===== config.mk =====
export PLATFORM = sky130hd
export DESIGN_NAME = bit_deser_8x1_flat
export DESIGN_NICKNAME = d
export VERILOG_FILES = /design/src/rtl/subleq_pkg.sv /design/src/rtl/bit_deser_8x1_if.sv /design/src/rtl/bit_deser_8x1.sv /design/src/flat_wrapper.sv
export SDC_FILE = /design/constraint.sdc
export NUM_CORES = 1
export LEC_CHECK = 0
export ABC_AREA = 1
export CORE_MARGIN = 2
export CORE_UTILIZATION = 56
export CTS_CLUSTER_DIAMETER = 150
export DETAILED_ROUTE_END_ITERATION = 8
export PLACE_DENSITY = 0.82
export SYNTH_ARGS = -nofsm -noshare
export SYNTH_HDL_FRONTEND = slang
export SYNTH_SLANG_ARGS = --single-unit

===== constraint.sdc =====
create_clock -name clk -period 3.6 [get_ports clk]
set_clock_uncertainty 0.2 [all_clocks]
set_input_delay 0.36 -clock clk [delete_from_list [all_inputs] [get_ports clk]]
set_output_delay 0.36 -clock clk [all_outputs]
set_load 0.005 [all_outputs]

===== src/rtl/subleq_pkg.sv =====
// Shared definitions for the subleq bit-serial datapath: capture FSM states,
// lane widths and the bit-index mapping used by both the sending and receiving ends.
package subleq_pkg;

  localparam int BYTE_W = 8;
  localparam int SEL_W  = 3;

  typedef enum logic [1:0] {
    ST_IDLE  = 2'd0,
    ST_SHIFT = 2'd1,
    ST_HOLD  = 2'd2
  } state_e;

  // Both ends of the 8x1 path derive the bit position from the same counter value.
  function automatic logic [SEL_W-1:0] sel_map(input logic [SEL_W-1:0] count,
                                               input bit lsb_first);
    if (lsb_first) begin
      return count;
    end else begin
      return 3'd7 - count;
    end
  endfunction

endpackage


===== src/rtl/bit_deser_8x1_if.sv =====
// Serial-in / byte-out bundle of the bit deserializer; master drives the serial
// side and accepts the byte, slave is the deserializer itself.
interface bit_deser_8x1_if;
  import subleq_pkg::*;

  logic              start;
  logic              bit_in;
  logic              bit_valid;
  logic [BYTE_W-1:0] data_out;
  logic              data_valid;
  logic              data_ready;
  logic              busy;
  logic [SEL_W-1:0]  sel_out;
  logic              overrun;

  modport master (
    output start, bit_in, bit_valid, data_ready,
    input  data_out, data_valid, busy, sel_out, overrun
  );

  modport slave (
    input  start, bit_in, bit_valid, data_ready,
    output data_out, data_valid, busy, sel_out, overrun
  );

endinterface


===== src/rtl/bit_deser_8x1.sv =====
// Serial-to-parallel capture: assembles one byte from a 1-bit lane and offers it
// on a valid/ready port; sel_out tracks the index the sending mux will drive.
module bit_deser_8x1
  import subleq_pkg::*;
#(
  parameter int LSB_FIRST = 1
) (
  input  logic            clk,
  input  logic            rst_n,
  bit_deser_8x1_if.slave  bus
);

  localparam bit LSB_FIRST_B = (LSB_FIRST != 0);

  state_e            state_r;
  logic [SEL_W-1:0]  count_r;
  logic [SEL_W-1:0]  sel_r;
  logic [BYTE_W-1:0] shift_r;
  logic [BYTE_W-1:0] data_out_r;
  logic              data_valid_r;
  logic              busy_r;
  logic              overrun_r;
  logic [BYTE_W-1:0] shift_bit_s;

  // Partial byte with the incoming bit already placed at the current index.
  always_comb begin
    shift_bit_s         = shift_r;
    shift_bit_s[sel_r]  = bus.bit_in;
  end

  // Capture FSM; every output is a register updated alongside the state.
  always_ff @(posedge clk or negedge rst_n) begin
    if (!rst_n) begin
      state_r      <= ST_IDLE;
      count_r      <= 3'd0;
      sel_r        <= sel_map(3'd0, LSB_FIRST_B);
      shift_r      <= 8'h00;
      data_out_r   <= 8'h00;
      data_valid_r <= 1'b0;
      busy_r       <= 1'b0;
      overrun_r    <= 1'b0;
    end else begin
      case (state_r)
        ST_IDLE: begin
          if (bus.start) begin
            state_r   <= ST_SHIFT;
            busy_r    <= 1'b1;
            count_r   <= 3'd0;
            sel_r     <= sel_map(3'd0, LSB_FIRST_B);
            shift_r   <= 8'h00;
            overrun_r <= 1'b0;
          end else begin
            state_r   <= ST_IDLE;
          end
        end
        ST_SHIFT: begin
          if (bus.start) begin
            // Restart wins over a coincident bit: the bit is dropped.
            count_r   <= 3'd0;
            sel_r     <= sel_map(3'd0, LSB_FIRST_B);
            shift_r   <= 8'h00;
            overrun_r <= 1'b0;
          end else if (bus.bit_valid) begin
            if (count_r == 3'd7) begin
              state_r      <= ST_HOLD;
              busy_r       <= 1'b0;
              data_out_r   <= shift_bit_s;
              data_valid_r <= 1'b1;
              count_r      <= 3'd0;
              sel_r        <= sel_map(3'd0, LSB_FIRST_B);
              shift_r      <= 8'h00;
            end else begin
              shift_r <= shift_bit_s;
              count_r <= count_r + 3'd1;
              sel_r   <= sel_map(count_r + 3'd1, LSB_FIRST_B);
            end
          end else begin
            state_r <= ST_SHIFT;
          end
        end
        ST_HOLD: begin
          if (bus.data_ready && bus.start) begin
            state_r      <= ST_SHIFT;
            busy_r       <= 1'b1;
            data_valid_r <= 1'b0;
            shift_r      <= 8'h00;
            overrun_r    <= 1'b0;
          end else if (bus.data_ready) begin
            state_r      <= ST_IDLE;
            data_valid_r <= 1'b0;
            overrun_r    <= overrun_r | bus.bit_valid;
          end else begin
            state_r      <= ST_HOLD;
            overrun_r    <= overrun_r | bus.bit_valid;
          end
        end
        default: begin
          state_r      <= ST_IDLE;
          busy_r       <= 1'b0;
          data_valid_r <= 1'b0;
          count_r      <= 3'd0;
          sel_r        <= sel_map(3'd0, LSB_FIRST_B);
        end
      endcase
    end
  end

  assign bus.data_out   = data_out_r;
  assign bus.data_valid = data_valid_r;
  assign bus.busy       = busy_r;
  assign bus.sel_out    = sel_r;
  assign bus.overrun    = overrun_r;

endmodule


===== src/flat_wrapper.sv =====
// flat-port wrapper written by rule: the top's interface ports become plain ports
module bit_deser_8x1_flat import subleq_pkg::*;
#(
  parameter int LSB_FIRST = 1
)
  (clk, rst_n, bus_start, bus_bit_in, bus_bit_valid, bus_data_ready, bus_data_out, bus_data_valid, bus_busy, bus_sel_out, bus_overrun);
  bit_deser_8x1_if bus_i ();
  input  logic clk;
  input  logic rst_n;
  input wire logic [$bits(bus_i.start)-1:0] bus_start;
  input wire logic [$bits(bus_i.bit_in)-1:0] bus_bit_in;
  input wire logic [$bits(bus_i.bit_valid)-1:0] bus_bit_valid;
  input wire logic [$bits(bus_i.data_ready)-1:0] bus_data_ready;
  output wire logic [$bits(bus_i.data_out)-1:0] bus_data_out;
  output wire logic [$bits(bus_i.data_valid)-1:0] bus_data_valid;
  output wire logic [$bits(bus_i.busy)-1:0] bus_busy;
  output wire logic [$bits(bus_i.sel_out)-1:0] bus_sel_out;
  output wire logic [$bits(bus_i.overrun)-1:0] bus_overrun;
  assign bus_i.start = bus_start;
  assign bus_i.bit_in = bus_bit_in;
  assign bus_i.bit_valid = bus_bit_valid;
  assign bus_i.data_ready = bus_data_ready;
  assign bus_data_out = bus_i.data_out;
  assign bus_data_valid = bus_i.data_valid;
  assign bus_busy = bus_i.busy;
  assign bus_sel_out = bus_i.sel_out;
  assign bus_overrun = bus_i.overrun;
  bit_deser_8x1 #(.LSB_FIRST(LSB_FIRST)) u_core (.clk(clk), .rst_n(rst_n), .bus(bus_i));
endmodule

**Word level (Yosys, flattened, before mapping)**

Cells that the tools add are included.

- Register bits: 24
- Bits of input ports: 6
- Logic and storage cells: 75

- Add/subtract/negate cells: 1
- Order comparisons: 2
- Eq/ne operators: 12
- Mux-type cells: 36
- Bitwise logic cells: 4
- Reductions and logical operators: 13

Operator list:

| kind | number |
|---|---|
| $mux 8 | 5 |
| $pmux 8 s3 | 1 |
| $mux 1 | 14 |
| $mux 3 | 4 |
| $mux 2 | 5 |
| $reduce_and 5->1 | 2 |
| $pmux 3 s3 | 1 |
| $bwmux 8 | 1 |
| $reduce_and 4->1 | 2 |
| $ne 2x1->1 const B | 3 |
| $ne 2x2->1 const B | 3 |
| $ne 3x2->1 const B | 2 |
| $pmux 1 s3 | 2 |
| $pmux 2 s3 | 1 |
| $lt 3x4->1 const B | 1 |
| $reduce_and 2->1 | 2 |
| $add 3x1->3 const B | 1 |
| $demux 1 s3 | 1 |
| $eq 3x3->1 const B | 1 |
| $ge 3x1->1 const B | 1 |
| $ne 3x3->1 const B | 1 |
| $not 1->1 | 3 |
| $reduce_and 3->1 | 1 |
| $reduce_bool 3->1 | 1 |
| 8 further kinds | 9 |

**Depth between registers and ports, before layout**

Gate-level depths: netlist of run 1.

- Word-level depth: 9
- Depth in mapped cells: 8
- Depth with buffers taken out: 8

**Worst setup path before layout of run 1**

OpenSTA, ideal clock, no wires.

- Kind: reg2reg
- From: register u_core.count_r[0]
- To: register u_core.shift_r[0]
- Data arrival time: 1.259 ns
- Data required time: 3.317 ns
- Path slack: 2.058 ns
- Stages on the path, launching flop included: 6
- Buffers on the path: 0
- Cells stage by stage: dfrtp_1 ha_1 ha_1 nor2_2 nand3_1 o21ai_0

- Cells in the longest elaborated chain, start to end: 9
- Elaborated cells on any way between the ends: 11
- Classes of those cells: 2 x order compare; 1 x eq/ne; 7 x mux; 1 x reduce/logical

Ends and longest elaborated chain:

| item | RTL line | RTL |
|---|---|---|
| from (decl) | bit_deser_8x1.sv:16 | `logic [SEL_W-1:0] count_r;` |
| from (signal assigned) | bit_deser_8x1.sv:74 | `count_r <= count_r + 3'd1;` |
| $lt 3x4->1 or $ge 3x1->1 (tied branches) | n/a |  |
| $logic_and 1x1->1 | n/a |  |
| $mux 1 | n/a |  |
| $demux 1 s3 | n/a |  |
| $bwmux 8 | n/a |  |
| $mux 8 * | bit_deser_8x1.sv:64 | `if (count_r == 3'd7) begin` |
| $mux 8 * | bit_deser_8x1.sv:63 | `end else if (bus.bit_valid) begin` |
| $mux 8 * | bit_deser_8x1.sv:57 | `if (bus.start) begin` |
| $pmux 8 s3 * | bit_deser_8x1.sv:43 | `case (state_r)` |
| to (signal assigned) | bit_deser_8x1.sv:73 | `shift_r <= shift_bit_s;` |
| to (decl) | bit_deser_8x1.sv:18 | `logic [BYTE_W-1:0] shift_r;` |

Every way passes the cells marked *; elsewhere a longest branch is shown, timed or not. The select of a mux whose other input is x is not followed.
A chain may end at the register's enable or synchronous reset.

==> impl_metrics.tcl, run 1 <==
set metrics [dict create \
    status "complete, no violations" \
    crit_type "reg -> out" \
    track_usage 0.2237 \
    path_cells "clkdlybuf4s50_1" \
    overflow 0 \
    vias_per_cell 5.298 \
    clk-insertion-delay-late_ns 0.31 \
    relSlewSlack 0.2812 \
    synth.distinct_cells 20 \
    routed_wl_um 2676 \
    grt_pass1_wl_um 4650 \
    finish.utilization 0.6964 \
    design.core.area_um2 2255 \
    area.growth.synth_to_final_pct 15.14 \
    cts_htree_levels 1 \
    initial_core_util 0.6049 \
    cts_tree "built" \
    nets 206 \
    dp.final_hpwl_um 2017 \
    maxSlewViolCount 0 \
    place.gp.congestion 0.9910 \
    regToRegSetupSlack_ns 1.71 \
    crit_slowest_cell "dfrtp_1" \
    clockBufferDepth 2 \
    leakagePower_nw 0.7590 \
    rsz0062_at_grt "false" \
    crit_family "flip-flops" \
    hold_start "u_core.bus.data_out[3]" \
    p_per_area_nw_per_um2 519.0 \
    diodes 0 \
    hold_viol_final 0 \
    r2r_cells 5 \
    drive_above_1_share 0.09645 \
    clkTransAtPathRegs_ns 0.13 \
    worstPathMaxFanout 12 \
    cts.sinks 24 \
    post_cts_buffers 0 \
    period_share 0.5646 \
    first_global_vias 1082 \
    critPathRequiredTime_ns 3.04 \
    drt_iter0_drc 39 \
    wire_per_inst_um 11.89 \
    final.setup.worst_slack_ns 1.567 \
    antenna_found_initial 0 \
    regToRegEndpoint "u_core.shift_r[1]" \
    synthesis.area_um2 1364 \
    clock.fmax_mhz 492.0 \
    end_kind "output port" \
    vdd_drop_max_mv 0.4653 \
    period_needed_ns 2.033 \
    cts-root-buf "clkbuf_4" \
    fp.dieH_um 53.35 \
    avgSynthCellArea_um2 7.577 \
    dr.pass1.iters 4 \
    setup_viol 0 \
    instances_no_fill 225 \
    antenna_left 0 \
    cts-buffers-inserted 3 \
    reg2reg_from "u_core.count_r[1]" \
    placedCellCount 221 \
    cpPeakStageDelay_ns 0.58 \
    cap_violations 0 \
    num_io_pins 20 \
    whs_path_depth 2 \
    min_delay_worst_endpoint "u_core.bus.data_out[3]" \
    num_vias 1192 \
    arrival_ns 1.47 \
    syn_nets 188 \
    ctsResizeCount 0 \
    grt_max_degree 25 \
    drcViolationCount 0 \
    tns_ns 0 \
    path_buf_inv 1 \
    hold_path.class "reg -> reg" \
    dieArea_um2 2846 \
    ys_ff_latch 24 \
    rows 17 \
    cp-start-kind "flop" \
    cts_hold_buffers 0 \
    synth_cells 180 \
    yosysSeqAreaShare 0.4404 \
    power.total_uw 815.0 \
    place_ws_ns 1.610 \
    worst_pin_slew_ns 1.075 \
    die_x_um 53.35 \
    numPortBuffers 19 \
    synth_warnings 0 \
]
==> worst min-delay path, cell delays in order, from the launching register on <==
cell and delay, ns:
dfrtp_1 0.37, nand2_1 0.05, nand2_1 0.05
==> per-layer routing <==
metal / GRT usage / part of all wire / vias up
li1: - / - / 606
met5: 0 / 0 / -
met3: 0.03390 / 0.071 / 4
met1: 0.3232 / 0.47 / 537
met2: 0.3313 / 0.44 / 45
met4: 0.08974 / 0.012 / 0
==> worst max-delay path by stage <==
stage / startpoint / to / slack [ns] / cells after the start
floorplan: u_core.count_r[0] / u_core.shift_r[0] / 2.06 / 5
global placement: bus_start / u_core.bus.data_out[7] / 1.68 / 7
detailed placement: bus_start / u_core.bus.data_out[4] / 1.61 / 7
CTS: u_core.count_r[1] / bus_sel_out[1] / 1.56 / 1
global route: u_core.count_r[1] / bus_sel_out[1] / 1.48 / 1
finish: u_core.count_r[1] / bus_sel_out[1] / 1.57 / 1
==> area by class of cell <==
type                       count  area [um2]
fill                         189       684.4
inverter                      22       82.58
clock buffer                   4       36.28
multi-input combinational    128       625.6
timing repair buffer          19       190.2
tap                           28       35.03
sequential                    24       600.6
==> cells in the mapped netlist <==
cell | count | area (um2)
nand3b_1 | 1 | 7.510
nand3_4 | 2 | 35.03
o21ai_0 | 12 | 60.06
nand3_1 | 18 | 90.09
buf_4 | 1 | 7.510
dfrtp_1 | 24 | 600.6
buf_2 | 2 | 10.01
buf_8 | 1 | 15.01
o21ai_2 | 8 | 70.07
nand2_1 | 68 | 255.2
inv_1 | 18 | 67.56
ha_1 | 2 | 25.02
clkinv_1 | 1 | 3.750
nor2_1 | 8 | 30.03
buf_6 | 2 | 22.52
nor2_2 | 1 | 6.260
nand2_2 | 1 | 6.260
inv_2 | 3 | 11.26
nand4_1 | 4 | 25.02
a21oi_1 | 3 | 15.01
==> logic make-up after synthesis <==
logic type	Yosys count	synth area share
buf+inv	28	0.1009
fa+ha+maj	2	0.01835
compound gates	23	0.1064
flops	24	0.4404
simple gates	103	0.3339
==> cell usage in the layout, fill, tap and decap left out, drive strengths merged <==
master and count:
nand2 69, dfrtp 24, inv 21, nand3 20
o21ai 20, clkdlybuf4s50 19, nor2 9, nand4 4
clkbuf 4, a21oi 3, ha 2, nand3b 1
clkinv 1
==> flip-flops by register name (all words and copies together) (netlist names) <==
name,flops
u_core.bus.busy,1
u_core.bus.overrun,1
u_core.state_r,2
u_core.count_r,3
u_core.bus.data_out,8
u_core.bus.data_valid,1
u_core.shift_r,8
==> metrics by stage <==
| stage | area, um2 | hold WS (ns) |
|---|---|---|
| floorplan | 1364 | -0.1356 |
| global placement | 1534 | 0.2566 |
| detailed placement | 1534 | 0.2686 |
| CTS | 1570 | 0.3017 |
| global route | 1570 | 0.3218 |
| finish | 1570 | 0.2970 |
==> power breakdown <==
group / total [mW] / internal [mW] / switching, mW
registers: 0.370 / 0.307 / 0.0634
clock network: 0.144 / 0.0618 / 0.0826
logic: 0.300 / 0.110 / 0.190
Note: power is estimated with default switching activity, not from simulation.
==> run 2, diff against run 1 <==
--- a/config.mk
+++ b/config.mk
@@ -7,10 +7,10 @@
 export LEC_CHECK = 0
 export ABC_AREA = 1
 export CORE_MARGIN = 2
-export CORE_UTILIZATION = 56
+export CORE_UTILIZATION = 48
 export CTS_CLUSTER_DIAMETER = 150
 export DETAILED_ROUTE_END_ITERATION = 8
-export PLACE_DENSITY = 0.82
+export PLACE_DENSITY = 0.75
 export SYNTH_ARGS = -nofsm -noshare
 export SYNTH_HDL_FRONTEND = slang
 export SYNTH_SLANG_ARGS = --single-unit
==> constraint.sdc (replaced) <==
create_clock -name clk -period 1.7 [get_ports clk]
set_clock_uncertainty 0.2 [all_clocks]
set_input_delay 0.17 -clock clk [delete_from_list [all_inputs] [get_ports clk]]
set_output_delay 0.17 -clock clk [all_outputs]
set_load 0.005 [all_outputs]
==> run 2 against run 1 <==
Against the previous run:
- global-route usage fell by 3.1 points
- critical path depth up 7
- critical endpoint is now u_core.bus.data_valid
- largest power group is now combinational cells
- hold slack worse by 0.014 ns
==> impl_metrics.tcl, run 2 (synthesis gave the netlist of run 1 again) <==
set metrics [dict create \
    status "complete, no violations" \
    post_dp_cell_area_um2 1605 \
    nets 219 \
    top_layer "met4" \
    layout_commonest_cell "nand2_1" \
    wl_met2_um 1338 \
    drt_iter0_drc 69 \
    layout_common_cells "68 x nand2_1, 23 x dfrtp_1, 18 x nand3_1, 18 x inv_1, 16 x clkdlybuf4s50_1" \
    power.total_mw 1.838 \
    seqPwrFrac 0.402 \
    worst_pin_slew_ns 0.3699 \
    wire_per_inst_um 11.97 \
    rows 19 \
    cts-root-buf "clkbuf_4" \
    dr.pass1.iters 4 \
    rsz0062_at_grt "false" \
    end_kind "flop" \
    regToRegEndpoint "u_core.bus.data_valid" \
    crit_end "u_core.bus.data_valid" \
    vdd_drop_max_mv 0.9747 \
    leakagePower_nw 0.8609 \
    area.growth.synth_to_final_pct 25.23 \
    cp-start-kind "flop" \
    power.share.switching 0.4052 \
    combPwrFrac 0.433 \
    p_sw_uw 744.8 \
    cts.sinks 24 \
    regToRegSetupSlack_ns 0.10 \
    fillerInstances 230 \
    setup_viol 0 \
    arrival_ns 1.61 \
    critPathRequiredTime_ns 1.71 \
    tns_ns 0 \
    place.gp.congestion 0.8145 \
    antenna_found_initial 0 \
    drive_above_1_share 0.1571 \
    routed_wl_um 2884 \
    hold_path.class "reg -> reg" \
    drcViolationCount 0 \
    cts_htree_levels 1 \
    grt_max_degree 25 \
    m1WireLength_um 1364 \
    antenna_left 0 \
    internal_power_mw 1.093 \
    vias_per_cell 5.178 \
    fp.dieH_um 57.31 \
    period_needed_ns 1.599 \
    hold_viol_final 0 \
    maxSlewViolCount 0 \
    seq_area_um2 601.8 \
    first_global_vias 1177 \
    relSlewSlack 0.7508 \
    crit_type "reg -> reg" \
    numPortBuffers 19 \
    multi_input_area_um2 643.1 \
    r2r_cells 8 \
    cap_violations 0 \
    design.core.area_um2 2734 \
    dieArea_um2 3284 \
    dr_wl_met3_um 129 \
    power_frac_clock 0.165 \
    num_io_pins 20 \
    finish.utilization 0.6247 \
    cts-buffers-inserted 3 \
    clk-insertion-delay-late_ns 0.31 \
    diodes 0 \
    clockBufferDepth 2 \
    dp.final_hpwl_um 2060 \
    fin_area_um2 1708 \
    reg2reg_from "u_core.count_r[0]" \
    cts_tree "built" \
    track_usage 0.1923 \
    clkTransAtPathRegs_ns 0.13 \
    grt_pass1_wl_um 4974 \
    overflow 0 \
    die_x_um 57.31 \
    num_vias 1248 \
    clock.fmax_mhz 625.3 \
    worstPathMaxFanout 3 \
    setup.worst_path.start "u_core.count_r[0]" \
    period_share 0.9408 \
    initial_core_util 0.4989 \
    p_per_area_nw_per_um2 1076 \
]
==> run 2: cell types whose count changed in the layout (fill, tap and decap cells not counted), sizes merged <==
cell           change
buf               +12
clkdlybuf4s50      -3
dlymetal6s2s       +2
dlygate4sd2        +1
dlygate4sd3        +1
==> run 2: repair_timing <==
action,4_1_cts,5_1_grt
hold endpoints to repair,12,0
resized for setup,5,6
pin swaps,0,0
hold buffers,1,0
endpoints found under the setup margin,3,13
gates cloned,0,0
setup buffers,3,0
==> run 2: area by class of cell <==
cell class,count,share of cell area
flip-flops and latches,24,0.3524
multi-input cells,128,0.3766
clock buffers,4,0.02125
repair buffers,32,0.1788
well taps,31,0.02271
inverters,22,0.04835
==> run 2: metrics by stage <==
step	std cells	hold WS, ns	setup WS, ns
2_1_floorplan	180	-0.3256	0.1585
3_3_place_gp	233	0.2565	0.06420
3_5_place_dp	233	0.2580	-0.0000004441
4_1_cts	241	0.2906	0.01025
5_1_grt	241	0.3201	0.008484
6_report	241	0.2834	0.1007
==> run 2: worst min path at each step <==
stage,from,endpoint,slack (ns),cells past startpoint
4_1_cts,u_core.bus.busy,u_core.bus.busy,0.29,2
6_report,u_core.bus.busy,u_core.bus.busy,0.28,2
3_5_place_dp,u_core.bus.busy,u_core.bus.busy,0.26,2
5_1_grt,u_core.bus.busy,u_core.bus.busy,0.32,2
3_3_place_gp,u_core.bus.busy,u_core.bus.busy,0.26,2
2_1_floorplan,rst_n,u_core.bus.busy,-0.33,0
==> run 2: layer usage <==
metal,global-route usage,vias up
li1,-,631
met1,0.2504,572
met2,0.3218,39
met3,0.02948,6
met4,0.07641,0
met5,0,-
==> run 2: critical path, stage by stage, from the launching register on <==
cell     delay (ns)
dfrtp_1        0.40
ha_1           0.21
ha_4           0.18
buf_4          0.13
nor2_1         0.04
nor2_1         0.16
nand2_1        0.08
nand2_1        0.06
nand2_1        0.04
==> run 2: power by group through the flow <==
stage / Combinational (mW) / Sequential (mW) / Clock (mW)
floorplan: 0.564 / 0.714 / 0
global placement: 0.717 / 0.736 / 0
detailed placement: 0.740 / 0.742 / 0
CTS: 0.790 / 0.734 / 0.315
global route: 0.903 / 0.750 / 0.334
finish: 0.796 / 0.738 / 0.304
==> run 3, diff against run 2 <==
--- a/config.mk
+++ b/config.mk
@@ -6,11 +6,14 @@
 export NUM_CORES = 1
 export LEC_CHECK = 0
 export ABC_AREA = 1
+export CELL_PAD_IN_SITES_DETAIL_PLACEMENT = 0
+export CELL_PAD_IN_SITES_GLOBAL_PLACEMENT = 1
 export CORE_MARGIN = 2
-export CORE_UTILIZATION = 48
+export CORE_UTILIZATION = 35
 export CTS_CLUSTER_DIAMETER = 150
 export DETAILED_ROUTE_END_ITERATION = 8
-export PLACE_DENSITY = 0.75
+export PLACE_DENSITY = 0.74
 export SYNTH_ARGS = -nofsm -noshare
 export SYNTH_HDL_FRONTEND = slang
 export SYNTH_SLANG_ARGS = --single-unit
+export TNS_END_PERCENT = 30
==> run 3 against run 2 <==
Against the previous run:
- hold slack worse by 0.23 ns
- critical endpoint is now bus_sel_out[0]
- clock power is 65% higher
- final area is 2.3% higher
- clock-buffer cell count is 1 lower
- sequential cell count stayed put
==> impl_metrics.tcl, run 3 (synthesis gave the netlist of run 1 again) <==
set metrics [dict create \
    cts-root-buf "clkbuf_8" \
    routed_wl_um 2790 \
    critPathRequiredTime_ns 1.33 \
    drive_above_1_share 0.1571 \
    num_io_pins 20 \
    layout_commonest_cell "nand2_1" \
    path_cells "buf_6, clkdlybuf4s50_1" \
    cts-buffers-inserted 3 \
    hold_viol_final 0 \
    rsz0062_at_grt "false" \
    design.core.area_um2 3716 \
    grt_max_degree 25 \
    cts.sinks 24 \
    place.gp.congestion 0.8407 \
    cpPeakStageDelay_ns 0.49 \
    nets 219 \
    dr.pass1.iters 4 \
    grt_pass1_wl_um 4981 \
    vdd_drop_max_mv 0.3494 \
    drt_iter0_drc 59 \
    antenna_found_initial 0 \
    period_share 0.9614 \
    arrival_ns 1.26 \
    cts_htree_levels 1 \
    post_dp_cell_area_um2 1634 \
    leakagePower_nw 0.8735 \
    clockBufferDepth 2 \
    antenna_left 0 \
    p_per_area_nw_per_um2 1163 \
    crit_family "buffers and inverters" \
    hold_path.class "in -> async" \
    fillerInstances 392 \
    fp.dieH_um 66.42 \
    relSlewSlack 0.7934 \
    clk-insertion-delay-late_ns 0.27 \
    vias_per_cell 4.597 \
    diodes 0 \
    drcViolationCount 0 \
    worstPathMaxFanout 4 \
    area.growth.synth_to_final_pct 28.07 \
    reg2reg_from "u_core.count_r[0]" \
    wire_per_inst_um 10.81 \
    overflow 0 \
    initial_core_util 0.3670 \
    cp-start-kind "flop" \
    maxSlewViolCount 0 \
    track_usage 0.1447 \
    rows 22 \
    crit_type "reg -> out" \
    cts_tree "built" \
    die_x_um 66.42 \
    tns_ns 0 \
    layout_common_cells "68 x nand2_1, 24 x dfrtp_1, 18 x nand3_1, 18 x inv_1, 17 x clkdlybuf4s50_1" \
    setup.worst_path.start "u_core.count_r[0]" \
    period_needed_ns 1.634 \
    end_kind "output port" \
    fin_area_um2 1747 \
    status "complete, no violations" \
    finish.utilization 0.4700 \
    cap_violations 0 \
    worst_pin_slew_ns 0.3099 \
    setup_viol 0 \
    dp.final_hpwl_um 2093 \
    numPortBuffers 19 \
    path_buf_inv 2 \
    clkTransAtPathRegs_ns 0.09 \
    first_global_vias 1148 \
    crit_slowest_cell "clkdlybuf4s50_1" \
    clock.fmax_mhz 611.9 \
    num_vias 1186 \
    dieArea_um2 4412 \
]
run 3: cell types whose count changed in the layout (fill, tap and decap cells not counted), sizes merged:
cell           delta
buf               +1
clkdlybuf4s50     +1
dlygate4sd2       -1
bufinv            +1
clkbuf            -1
dlygate4sd3       -1
run 3: cell type report:
cell class	count	area (um2)	area share
clock buffers	3	41.29	0.02364
multi-input cells	128	628.1	0.3596
inverters	22	82.58	0.04728
repair buffers	32	304.0	0.1741
clock inverters	1	30.03	0.01719
well taps	48	60.06	0.03438
flip-flops and latches	24	600.6	0.3438
run 3: power breakdown:
| part | internal (mW) | leakage (nW) | switching [mW] | total (mW) |
|---|---|---|---|---|
| Clock | 0.315 | 0.0357 | 0.188 | 0.503 |
| Combinational | 0.325 | 0.511 | 0.478 | 0.802 |
| Sequential | 0.651 | 0.327 | 0.0741 | 0.725 |
run 3: worst paths after layout:
check | depth (start not counted) | slack, ns | end
max | 2 | 0.07 | bus_sel_out[0]
min | 2 | 0.06 | u_core.bus.overrun
max reg2reg | 6 | 0.13 | u_core.shift_r[4]
min reg2reg | 2 | 0.28 | u_core.bus.busy
max in group asynchronous | 2 | 1.01 | u_core.bus.data_out[0]
min in group clk | 2 | 0.28 | u_core.bus.busy
run 3: layer usage:
layer	GRT usage	up-vias	share of wire
met5	0	-	0
met4	0.03827	0	0.010
met3	0.02044	4	0.041
met2	0.2425	26	0.46
met1	0.1945	525	0.48
li1	-	631	-
run 3: what timing repair did:
action,4_1_cts,5_1_grt
setup buffers,0,3
gates resized for setup,2,5
endpoints found under the setup margin,2,10
hold buffers,0,0
pin swaps,0,0
run 3: stage by stage:
step	total power, mW	setup WS (ns)	hold slack, ns	instances
after floorplan	1.278	0.1585	-0.3256	180
after global placement	1.503	0.01945	0.2578	251
after detailed placement	1.505	0.002050	0.2628	251
after CTS	2.031	0.008795	0.06367	255
after global routing	2.213	0.02289	0.07877	258
final	2.031	0.06567	0.05681	258
